<file path="src/rtl/mod_demod_loop.sv">
// mod_demod_loop: gyro closed-loop front end. Generates the square-wave bias
// modulation and its edge trigger, demodulates detector samples in step with
// the modulation, and integrates the per-period error into the feedback step.
// Optional build macro: STEP_SAT_EN -- when defined, the feedback step
// saturates at +/-(2^(OUTPUT_BIT-1)-1); otherwise it wraps in 32 bits.
module mod_demod_loop #(
    parameter int OUTPUT_BIT = 16,
    parameter int ADC_BIT    = 14,
    parameter int CNT_BIT    = 16
) (
    input  logic                         i_clk,
    input  logic                         i_rst_n,
    input  logic        [CNT_BIT-1:0]    i_freq,
    input  logic        [CNT_BIT-1:0]    i_wait_cnt,
    input  logic signed [OUTPUT_BIT-1:0] i_amp_h,
    input  logic signed [OUTPUT_BIT-1:0] i_amp_l,
    input  logic signed [ADC_BIT-1:0]    i_adc,
    input  logic        [4:0]            i_gain_sel,
    input  logic                         i_loop_en,
    output logic signed [OUTPUT_BIT-1:0] o_mod,
    output logic                         o_trig,
    output logic signed [31:0]           o_err,
    output logic                         o_err_vld,
    output logic signed [31:0]           o_step
);

    typedef enum logic {
        ST_HIGH = 1'b0,
        ST_LOW  = 1'b1
    } phase_t;

    localparam logic [CNT_BIT-1:0] FREQ_MIN = CNT_BIT'(2);

`ifdef STEP_SAT_EN
    localparam logic signed [32:0] STEP_MAX = (33'sd1 <<< (OUTPUT_BIT - 1)) - 33'sd1;

    // Clamp a widened step sum back into the symmetric saturation window.
    function automatic logic signed [31:0] step_limit(input logic signed [32:0] val);
        logic signed [31:0] res;
        if (val > STEP_MAX) begin
            res = STEP_MAX[31:0];
        end else if (val < -STEP_MAX) begin
            res = -STEP_MAX[31:0];
        end else begin
            res = val[31:0];
        end
        return res;
    endfunction
`endif

    phase_t                      state_q, state_d;
    logic        [CNT_BIT-1:0]   cnt_q, cnt_d;
    logic        [CNT_BIT-1:0]   f_q, f_d;
    logic        [CNT_BIT-1:0]   w_q, w_d;
    logic signed [31:0]          sum_h_q, sum_h_d;
    logic signed [31:0]          sum_l_q, sum_l_d;
    logic signed [OUTPUT_BIT-1:0] mod_q, mod_d;
    logic                        trig_q, trig_d;
    logic signed [31:0]          err_q, err_d;
    logic                        vld_q, vld_d;
    logic signed [31:0]          step_q, step_d;

    logic                        period_start_s;
    logic        [CNT_BIT-1:0]   f_eff_s;
    logic        [CNT_BIT-1:0]   w_eff_s;
    logic                        last_s;
    logic signed [31:0]          adc_ext_s;
    logic signed [31:0]          sample_s;
    logic signed [31:0]          sum_l_full_s;
    logic signed [31:0]          step_shift_s;
    logic signed [31:0]          step_next_s;
`ifdef STEP_SAT_EN
    logic signed [32:0]          step_sum_s;
`endif

    // Phase sequencing, half-period timing and demodulation sums.
    always_comb begin
        // F and W come straight from the inputs on the first clock of a
        // period, so a new setting governs that whole period.
        period_start_s = (state_q == ST_HIGH) && (cnt_q == CNT_BIT'(0));
        if (period_start_s) begin
            f_eff_s = (i_freq < FREQ_MIN) ? FREQ_MIN : i_freq;
            w_eff_s = i_wait_cnt;
        end else begin
            f_eff_s = f_q;
            w_eff_s = w_q;
        end
        last_s       = (cnt_q == (f_eff_s - CNT_BIT'(1)));
        adc_ext_s    = {{(32 - ADC_BIT){i_adc[ADC_BIT-1]}}, i_adc};
        sample_s     = (cnt_q >= w_eff_s) ? adc_ext_s : 32'sd0;
        sum_l_full_s = sum_l_q + sample_s;

        state_d = state_q;
        cnt_d   = cnt_q + CNT_BIT'(1);
        f_d     = f_eff_s;
        w_d     = w_eff_s;
        sum_h_d = sum_h_q;
        sum_l_d = sum_l_q;
        err_d   = err_q;
        vld_d   = 1'b0;
        trig_d  = last_s;

        case (state_q)
            ST_HIGH: begin
                sum_h_d = sum_h_q + sample_s;
                if (last_s) begin
                    state_d = ST_LOW;
                    cnt_d   = CNT_BIT'(0);
                    sum_l_d = 32'sd0;
                end else begin
                    state_d = ST_HIGH;
                end
            end
            ST_LOW: begin
                if (last_s) begin
                    err_d   = sum_h_q - sum_l_full_s;
                    vld_d   = 1'b1;
                    sum_h_d = 32'sd0;
                    sum_l_d = 32'sd0;
                    state_d = ST_HIGH;
                    cnt_d   = CNT_BIT'(0);
                end else begin
                    sum_l_d = sum_l_full_s;
                end
            end
            default: begin
                state_d = ST_HIGH;
                cnt_d   = CNT_BIT'(0);
                sum_h_d = 32'sd0;
                sum_l_d = 32'sd0;
            end
        endcase

        // Level follows the phase being entered, so it moves with o_trig.
        mod_d = (state_d == ST_HIGH) ? i_amp_h : i_amp_l;
    end

    // Feedback integrator: one update per fresh error word, cleared when open-loop.
    always_comb begin
        step_shift_s = err_q >>> i_gain_sel;
`ifdef STEP_SAT_EN
        step_sum_s   = {step_q[31], step_q} + {step_shift_s[31], step_shift_s};
        step_next_s  = step_limit(step_sum_s);
`else
        step_next_s  = step_q + step_shift_s;
`endif
        if (!i_loop_en) begin
            step_d = 32'sd0;
        end else if (vld_q) begin
            step_d = step_next_s;
        end else begin
            step_d = step_q;
        end
    end

    // State and output registers; async reset drops any partial period.
    always_ff @(posedge i_clk or negedge i_rst_n) begin
        if (!i_rst_n) begin
            state_q <= ST_HIGH;
            cnt_q   <= CNT_BIT'(0);
            f_q     <= FREQ_MIN;
            w_q     <= CNT_BIT'(0);
            sum_h_q <= 32'sd0;
            sum_l_q <= 32'sd0;
            mod_q   <= '0;
            trig_q  <= 1'b0;
            err_q   <= 32'sd0;
            vld_q   <= 1'b0;
            step_q  <= 32'sd0;
        end else begin
            state_q <= state_d;
            cnt_q   <= cnt_d;
            f_q     <= f_d;
            w_q     <= w_d;
            sum_h_q <= sum_h_d;
            sum_l_q <= sum_l_d;
            mod_q   <= mod_d;
            trig_q  <= trig_d;
            err_q   <= err_d;
            vld_q   <= vld_d;
            step_q  <= step_d;
        end
    end

    assign o_mod     = mod_q;
    assign o_trig    = trig_q;
    assign o_err     = err_q;
    assign o_err_vld = vld_q;
    assign o_step    = step_q;

endmodule

</file>
<file path="config.mk">
export PLATFORM = sky130hd
export DESIGN_NAME = mod_demod_loop
export DESIGN_NICKNAME = d
export VERILOG_FILES = /design/src/rtl/mod_demod_loop.sv
export SDC_FILE = /design/constraint.sdc
export NUM_CORES = 1
export LEC_CHECK = 0
export BUFFER_PORTS_ARGS = -buffer_cell sky130_fd_sc_hd__buf_2
export CAP_MARGIN = 20
export CORE_MARGIN = 2
export CORE_UTILIZATION = 36
export CTS_BUF_LIST = sky130_fd_sc_hd__clkbuf_16
export DETAILED_ROUTE_END_ITERATION = 10
export PLACE_DENSITY_LB_ADDON = 0.08
export SYNTH_ARGS = -nofsm -noshare
export SYNTH_HDL_FRONTEND = slang
export SYNTH_SLANG_ARGS = --single-unit
</file>
<file path="constraint.sdc">
create_clock -name i_clk -period 10.2 [get_ports i_clk]
set_input_delay 2.04 -clock i_clk [delete_from_list [all_inputs] [get_ports i_clk]]
set_output_delay 2.04 -clock i_clk [all_outputs]
set_load 0.05 [all_outputs]
</file>
==> qor.json, run 1 <==
{
  "die-area_mm2": 0.0478,
  "routabilityCongestion": 0.878,
  "power.density_cell_area_mw_per_mm2": 131,
  "worstSkewPairLatency_ns": 0.50,
  "rsz0062_at_grt": "no",
  "worstReg2RegStart": "cnt_q[0]",
  "critPathSlowestCell": "or4_1",
  "worstSetupPathType": "in -> reg",
  "final_net_count": 2204,
  "clock_sink_count": 195,
  "clkPwrFrac_pct": 31.5,
  "cts.repair.resized": 0,
  "max_cap_violations": 0,
  "cts.repair_timing.setup_buffer_count": 0,
  "synth_top_family_by_area": "compound AO/OA/AOI/OAI gates",
  "num_rows": 78,
  "yosysUniqueCellTypes": 93,
  "slew_limit_fails": 0,
  "post_synth_mux_area_share_pct": 11.2,
  "initial_core_util_pct": 36.5,
  "min_period_over_period_pct": 84.7,
  "drive_gt1_share_pct": 16.3,
  "max_clock_freq_ghz": 0.116,
  "synth.net_count": 2092,
  "share_of_synthesized_registers_carrying_an_async_set_or_reset_pct": 100,
  "per_cell_routed_wire_length_um": 18.7,
  "max_slew.worst_pin.slew_ns": 0.965,
  "post-route-drc-count": 0,
  "largest_net_degree_at_the_start_of_global_routing": 80,
  "via_count_of_the_first_global_routing_pass": 13800,
  "share_of_the_synthesized_area_in_compound_gates_ao_oa_aoi_oai_pct": 21.1,
  "timing.clock.skew_ns": 0.0144,
  "grt_antenna_before_repair": 7,
  "power.net_switching_uw": 877,
  "critical_path_data_required_time_ns": 10.58,
  "groute.usage.overall_pct": 20.7,
  "final_core_utilization_pct": 40.9,
  "grt_first_pass_wirelength_um": 77600,
  "holdBufCountCts": 0,
  "syn_area_mm2": 0.0166,
  "core_area_mm2": 0.0455,
  "synth_area_leader_cell": "dfrtp_1",
  "static_leakage_uw": 0.00913,
  "synthSimpleGateAreaFrac_pct": 16.0,
  "design.portCount": 168,
  "detail_route.first_pass.iterations": 6,
  "die_x_um": 219,
  "antenna_violating_nets_post_route": 0,
  "area_delta_synth_final_pct": 12.0,
  "endpoint_class_of_the_critical_path": "flip-flop",
  "synthesis.instances": 1866,
  "crit_arrival_ns": 9.01,
  "switching_fraction_of_total_power_pct": 35.9,
  "finalCriticalPeriod_ns": 8.64,
  "gr-total-overflow": 0,
  "worst_case_headroom_to_the_max_slew_limit_pct": 35.7,
  "internal_power_uw": 1560,
  "edff_count_synth": 0,
  "die_h_um": 219,
  "synth-adder-area-share_pct": 11.1,
  "clk_transition_reported_paths_ns": 0.08,
  "crit_path_start": "i_wait_cnt[14]",
  "dp.final_hpwl_um": 37400,
  "min-delay-start": "w_q[1]",
  "avgViaCountPerCell": 5.55,
  "synth_xor_xnor_area_share_pct": 7.42,
  "fill_cells": 4642,
  "min-delay-path-class": "reg -> reg",
  "seqPwrFrac_pct": 37.9,
  "synth_top_flop_cell": "dfrtp_1",
  "cts_inserted_buffers": 17,
  "post-synth-top-area-fraction_pct": 29.3,
  "critical_path.max_stage_delay_ns": 0.52,
  "synth_sequential_area_ratio_pct": 29.4,
  "run_status": "completed",
  "portBuffers": 167,
  "cts_root_buf": "clkbuf_16",
  "clockBufferDepth": 2,
  "htree_num_levels": 4,
  "setup.worst_path.start_class": "input port",
  "synthesized_flop_and_latch_total": 195,
  "yosys_warnings": 0,
  "drt_iter0_drc": 963,
  "ir_worst_vdd_v": 0.000126,
  "setup_violating_endpoint_count_in_the_final_report": 0,
  "finalWirelength_um": 48600,
  "report.final.hold_viol_count": 0,
  "cp_max_fo": 22,
  "synthesis.area_per_instance_um2": 8.89,
  "via_count": 14400,
  "netlist_top_cells_area": "dfrtp_1 (29%), ha_1 (10%), mux2i_1 (4.8%)",
  "fin_tns_setup_ns": 0,
  "pwr-share-comb_pct": 30.7,
  "cts_tree": "yes"
}
metal layers:
layer	global-route usage, %	share of wire (%)
met5	0	0.082
met4	7.09	2.3
met3	3.77	5.3
met2	31.6	43
met1	29.3	49
power by group through the flow:
stage / Clock (µW) / Combinational, µW / Sequential [µW]
floorplan: 0 / 554 / 920
global route: 826 / 839 / 936
CTS: 803 / 750 / 924
global placement: 0 / 744 / 939
detailed placement: 0 / 744 / 937
finish: 768 / 748 / 925
state kept, by name, indices dropped and copies added (netlist names):
register / flops
o_mod: 16
cnt_q: 16
o_step: 32
o_trig: 1
f_q: 16
o_err_vld: 1
w_q: 16
state_q: 1
o_err: 32
sum_l_q: 32
sum_h_q: 32
final cells by class:
| cell class | count | area, µm² | area share (%) |
|---|---|---|---|
| multi-input cells | 1511 | 11100 | 59.7 |
| flip-flops and latches | 195 | 4880 | 26.3 |
| repair buffers | 177 | 920 | 4.95 |
| well taps | 600 | 751 | 4.04 |
| clock buffers | 17 | 425 | 2.29 |
| inverters | 76 | 285 | 1.54 |
| clock inverters | 15 | 216 | 1.17 |
| diodes | 4 | 10.0 | 0.0539 |
path summary, 6_finish.rpt:
kind / to / slack (ns) / depth (start not counted)
setup / recovery: o_err[31] / 1.56 / 29
min in group asynchronous: o_step[14] / 1.56 / 1
hold reg to reg: w_q[1] / 0.50 / 2
hold / removal: w_q[1] / 0.50 / 2
setup reg to reg: o_err[31] / 1.58 / 32
max in group asynchronous: f_q[5] / 7.25 / 2
through the flow:
stage | power [µW] | instance area (µm²) | setup slack, ns | hold WS, ns | instances
floorplan | 1470 | 16600 | 1.85 | 0.456 | 1866
global placement | 1680 | 17900 | 1.18 | 0.478 | 2559
detailed placement | 1680 | 17900 | 1.06 | 0.483 | 2559
CTS | 2480 | 18600 | 1.51 | 0.503 | 2591
global route | 2600 | 18600 | 0.806 | 0.520 | 2593
finish | 2440 | 18600 | 1.56 | 0.496 | 2595
cell usage in the layout, fill, tap and decap left out, types with 19 or more instances in the layout:
cell and n:
mux2i_1 80, dfrtp_1 193, inv_1 70, a21o_1 57, mux2_2 64, xor2_1 47
and3_1 19, o21ai_0 107, nand3_1 39, ha_1 137, buf_2 166, a22o_1 21
o21ai_1 34, nor2_1 132, nor2b_1 36, and2_1 26, nand2_1 157, nor3_1 32
a21oi_1 125, a31oi_1 21, o21bai_1 24, xnor2_1 91, nand4_1 20
worst max-delay path: cells and delay by family:
| family | cells | cell delay (ns) |
|---|---|---|
| adder cells (fa/ha/maj) | 3 | 1.04 |
| AO/OA/AOI/OAI | 13 | 2.98 |
| AND/OR/NAND/NOR | 7 | 1.75 |
| multiplexers | 1 | 0.20 |
| XOR/XNOR | 1 | 0.15 |
| buffers and inverters | 4 | 0.85 |
Yosys cell counts (all sizes together) (5+ instances only):
| cell type | number |
|---|---|
| a22o | 21 |
| nor4 | 10 |
| xor2 | 47 |
| nand3 | 39 |
| nor2 | 133 |
| a211oi | 19 |
| clkbuf | 59 |
| mux4 | 14 |
| a21o | 57 |
| o31ai | 14 |
| nor3 | 33 |
| nor4b | 6 |
| o21a | 14 |
| a211o | 6 |
| o211ai | 15 |
| nor2b | 36 |
| o21bai | 24 |
| buf | 25 |
| xnor2 | 91 |
| and4 | 7 |
| o211a | 9 |
| dfrtp | 194 |
| nand2 | 157 |
| mux2i | 82 |
| inv | 75 |
| a21boi | 6 |
| o2111ai | 5 |
| a31oi | 21 |
| o31a | 7 |
| nand2b | 14 |
| o22ai | 6 |
| nand4 | 21 |
| and2 | 26 |
| or4 | 5 |
| or3 | 13 |
| and3 | 19 |
| a21oi | 126 |
| ha | 138 |
| mux2 | 64 |
| o21ai | 143 |
| maj3 | 7 |
logic make-up after synthesis:
logic type	count (synthesis)
flops	195
compound gates	534
buf+inv	160
mux	160
simple gates	531
xor+xnor	139
fa+ha+maj	147
(Power assumes the default switching activity.)
==> run 2, diff against run 1 <==
clock period = 8.04 ns   (was 10.2 ns; I/O delays follow)
==> qor.json, run 2 (synthesized netlist as in run 1, its figures left out) <==
{
  "run_status": "completed",
  "cts_inserted_buffers": {"value": 17, "change": "unchanged"},
  "die_x": {"value": 219, "unit": "µm", "change": "unchanged"},
  "design_power_total": {"value": 3140, "unit": "µW", "change": "+29%"},
  "timing.clock.skew": {"value": 0.0183, "unit": "ns", "change": "+0.00394 ns"},
  "fin_tns_setup": {"value": 0, "unit": "ns", "change": "unchanged"},
  "fill_cells": {"value": 4612, "change": "-0.65%"},
  "detail_route.first_pass.iterations": {"value": 5, "change": "-1"},
  "critical_path_data_required_time": {"value": 8.42, "unit": "ns", "change": "-2.16 ns"},
  "htree_num_levels": {"value": 4, "change": "unchanged"},
  "dp_worst_setup_slack": {"value": 0.0494, "unit": "ns", "change": "-1.01 ns"},
  "antennaDiodeCount": {"value": 0, "change": "-4"},
  "avgViaCountPerCell": {"value": 5.41, "change": "-2.5%"},
  "critical_path.max_stage_delay": {"value": 0.45, "unit": "ns", "change": "-0.07 ns"},
  "final_common_cell": "dfrtp_1",
  "post-route-drc-count": {"value": 0, "change": "unchanged"},
  "slew_limit_fails": {"value": 0, "change": "unchanged"},
  "core_area": {"value": 0.0455, "unit": "mm²", "change": "unchanged"},
  "num_rows": {"value": 78, "change": "unchanged"},
  "min_period_over_period_pct": 94.1,
  "dp.final_hpwl": {"value": 38000, "unit": "µm", "change": "+1.8%"},
  "finalWirelength": {"value": 49400, "unit": "µm", "change": "+1.8%"},
  "largest_net_degree_at_the_start_of_global_routing": {"value": 104, "change": "+30%"},
  "seqPwrFrac": {"value": 37.0, "unit": "%", "change": "-0.9 points"},
  "die-area": {"value": 0.0478, "unit": "mm²", "change": "unchanged"},
  "max_slew.worst_pin.slew": {"value": 0.947, "unit": "ns", "change": "-0.0179 ns"},
  "drt_iter0_drc": {"value": 897, "change": "-6.9%"},
  "clk_transition_reported_paths": {"value": 0.08, "unit": "ns", "change": "about the same"},
  "max_cap_violations": {"value": 0, "change": "unchanged"},
  "die_h": {"value": 219, "unit": "µm", "change": "unchanged"},
  "clockBufferDepth": {"value": 2, "change": "unchanged"},
  "final_core_utilization": {"value": 42.3, "unit": "%", "change": "+1.5 points"},
  "worstSkewPairLatency": {"value": 0.50, "unit": "ns", "change": "about the same"},
  "max_clock_freq_ghz": 0.132,
  "clock_sink_count": {"value": 195, "change": "unchanged"},
  "per_cell_routed_wire_length": {"value": 18.5, "unit": "µm", "change": "-1.3%"},
  "gr-total-overflow": {"value": 0, "change": "unchanged"},
  "min-delay-path-class": "reg -> reg",
  "routabilityCongestion": {"value": 0.883, "change": "+0.50%"},
  "endpoint_class_of_the_critical_path": "flip-flop",
  "power.density_cell_area": {"value": 163, "unit": "mW/mm²", "change": "+24%"},
  "place.detailed.instances": {"value": 2635, "change": "+3.0%"},
  "setup_violating_endpoint_count_in_the_final_report": {"value": 0, "change": "unchanged"},
  "design.portCount": {"value": 168, "change": "unchanged"},
  "grt_first_pass_wirelength": {"value": 79100, "unit": "µm", "change": "+2.0%"},
  "area_delta_synth_final_pct": 16.0,
  "pwr-share-comb": {"value": 34.9, "unit": "%", "change": "+4.2 points"},
  "antenna_violating_nets_post_route": {"value": 0, "change": "unchanged"},
  "final_net_count": {"value": 2289, "change": "+3.9%"},
  "holdBufCountCts": {"value": 0, "change": "unchanged"},
  "worst_case_headroom_to_the_max_slew_limit": {"value": 36.9, "unit": "%", "change": "+1.2 points"},
  "cts_tree": "yes",
  "static_leakage": {"value": 0.00953, "unit": "µW", "change": "+4.5%"},
  "layout.cells.most_common_list": "dfrtp_1 (192), buf_2 (166), nand2_1 (157), ha_1 (137), nor2_1 (133)",
  "worstSetupPathType": "reg -> reg",
  "switching_fraction_of_total_power": {"value": 36.3, "unit": "%", "change": "+0.39 points"},
  "via_count_of_the_first_global_routing_pass": {"value": 14100, "change": "+2.3%"},
  "critical-path-top-cell-by-count": "ha_1",
  "crit_arrival": {"value": 7.94, "unit": "ns", "change": "-1.07 ns"},
  "critPathSlowestCell": "dfrtp_2",
  "ir_worst_vdd": {"value": 0.000128, "unit": "V", "change": "+1.0%"},
  "final_cells": {"value": 2676, "change": "+3.1%"},
  "groute.usage.overall": {"value": 21.2, "unit": "%", "change": "+0.48 points"},
  "power.net_switching": {"value": 1140, "unit": "µW", "change": "+30%"},
  "portBuffers": {"value": 167, "change": "unchanged"},
  "via_count": {"value": 14500, "change": "+0.57%"},
  "worst_slack": {"value": 0.475, "unit": "ns", "change": "-1.09 ns"},
  "drive_gt1_share": {"value": 20.3, "unit": "%", "change": "+4.1 points"},
  "cp_max_fo": {"value": 6, "change": "-73%"},
  "initial_core_util": {"value": 36.5, "unit": "%", "change": "unchanged"},
  "clkPwrFrac": {"value": 28.0, "unit": "%", "change": "-3.5 points"},
  "setup.reg_to_reg.worst_slack": {"value": 0.47, "unit": "ns", "change": "-1.11 ns"},
  "grt_antenna_before_repair": {"value": 1, "change": "-6"},
  "internal_power": {"value": 2000, "unit": "µW", "change": "+28%"},
  "cts_root_buf": "clkbuf_16",
  "setup.worst_path.start_class": "flip-flop",
  "finalCriticalPeriod_ns": 7.57,
  "report.final.hold_viol_count": {"value": 0, "change": "unchanged"}
}
run 2: cell count changes in the layout (fill, tap and decap cells not counted), moves of 3 or more:
| cell | change |
|---|---|
| buf_4 | +83 |
| a31oi_1 | -5 |
| a31oi_2 | +4 |
| diode_2 | -4 |
| a21oi_1 | -3 |
| a21oi_2 | +3 |
| clkinv_2 | +3 |
| inv_8 | -3 |
run 2: path summary, 6_finish.rpt:
check / start / to / cells past startpoint
hold reg to reg: w_q[11] / w_q[11] / 2
max in group asynchronous: i_rst_n / sum_l_q[20] / 2
hold / removal: w_q[11] / w_q[11] / 2
setup / recovery: cnt_q[0] / o_err[31] / 39
setup reg to reg: cnt_q[0] / o_err[31] / 39
min in group asynchronous: i_rst_n / o_step[12] / 1
run 2: metrics by stage:
step | instance area [µm²] | hold slack, ns
global route | 19200 | 0.522
detailed placement | 18500 | 0.483
global placement | 18500 | 0.480
finish | 19200 | 0.500
CTS | 19100 | 0.507
floorplan | 16600 | 0.456
run 2: worst max-delay path, delay by kind of cell (launching register included):
family,cells,cell delay [ns]
muxes,1,0.28
buffers and inverters,6,0.69
and+or+nand+nor,10,1.35
xor gates and xnor gates,1,0.14
adders and majority gates,5,1.23
AOI/OAI and AO/OA,16,3.31
DFF,1,0.45
run 2: per-layer routing:
layer	GRT usage [%]	up-vias	wire (µm)	share of wire [%]
met3	3.74	51	2000	4.0
met4	6.58	2	940	1.9
met2	31.7	282	21600	44
met1	30.8	6941	24900	50
li1	-	7205	-	-
met5	0	-	11	0.022
run 2: final cells by class:
class                      instances  area, µm²  area share [%]
clock buffer                      17        425            2.21
inverter                          76        285            1.48
sequential                       195       4880            25.4
tap                              600        751            3.90
timing repair buffer             262       1580            8.22
clock inverter                    15        140           0.728
multi-input combinational       1511      11200            58.1
run 2: power groups by stage:
stage               sequential [µW]  clock (µW)  combinational (µW)
CTS                            1160         921                1100
global route                   1180         964                1220
global placement               1180           0                1090
detailed placement             1180           0                1090
floorplan                      1170           0                 712
finish                         1160         881                1100
run 2: repair_timing:
action | in CTS | in global routing
buffers inserted | 0 | 9
endpoints found under the setup margin | 0 | 13
hold endpoints to repair | 0 | 0
gates resized for setup | 0 | 14
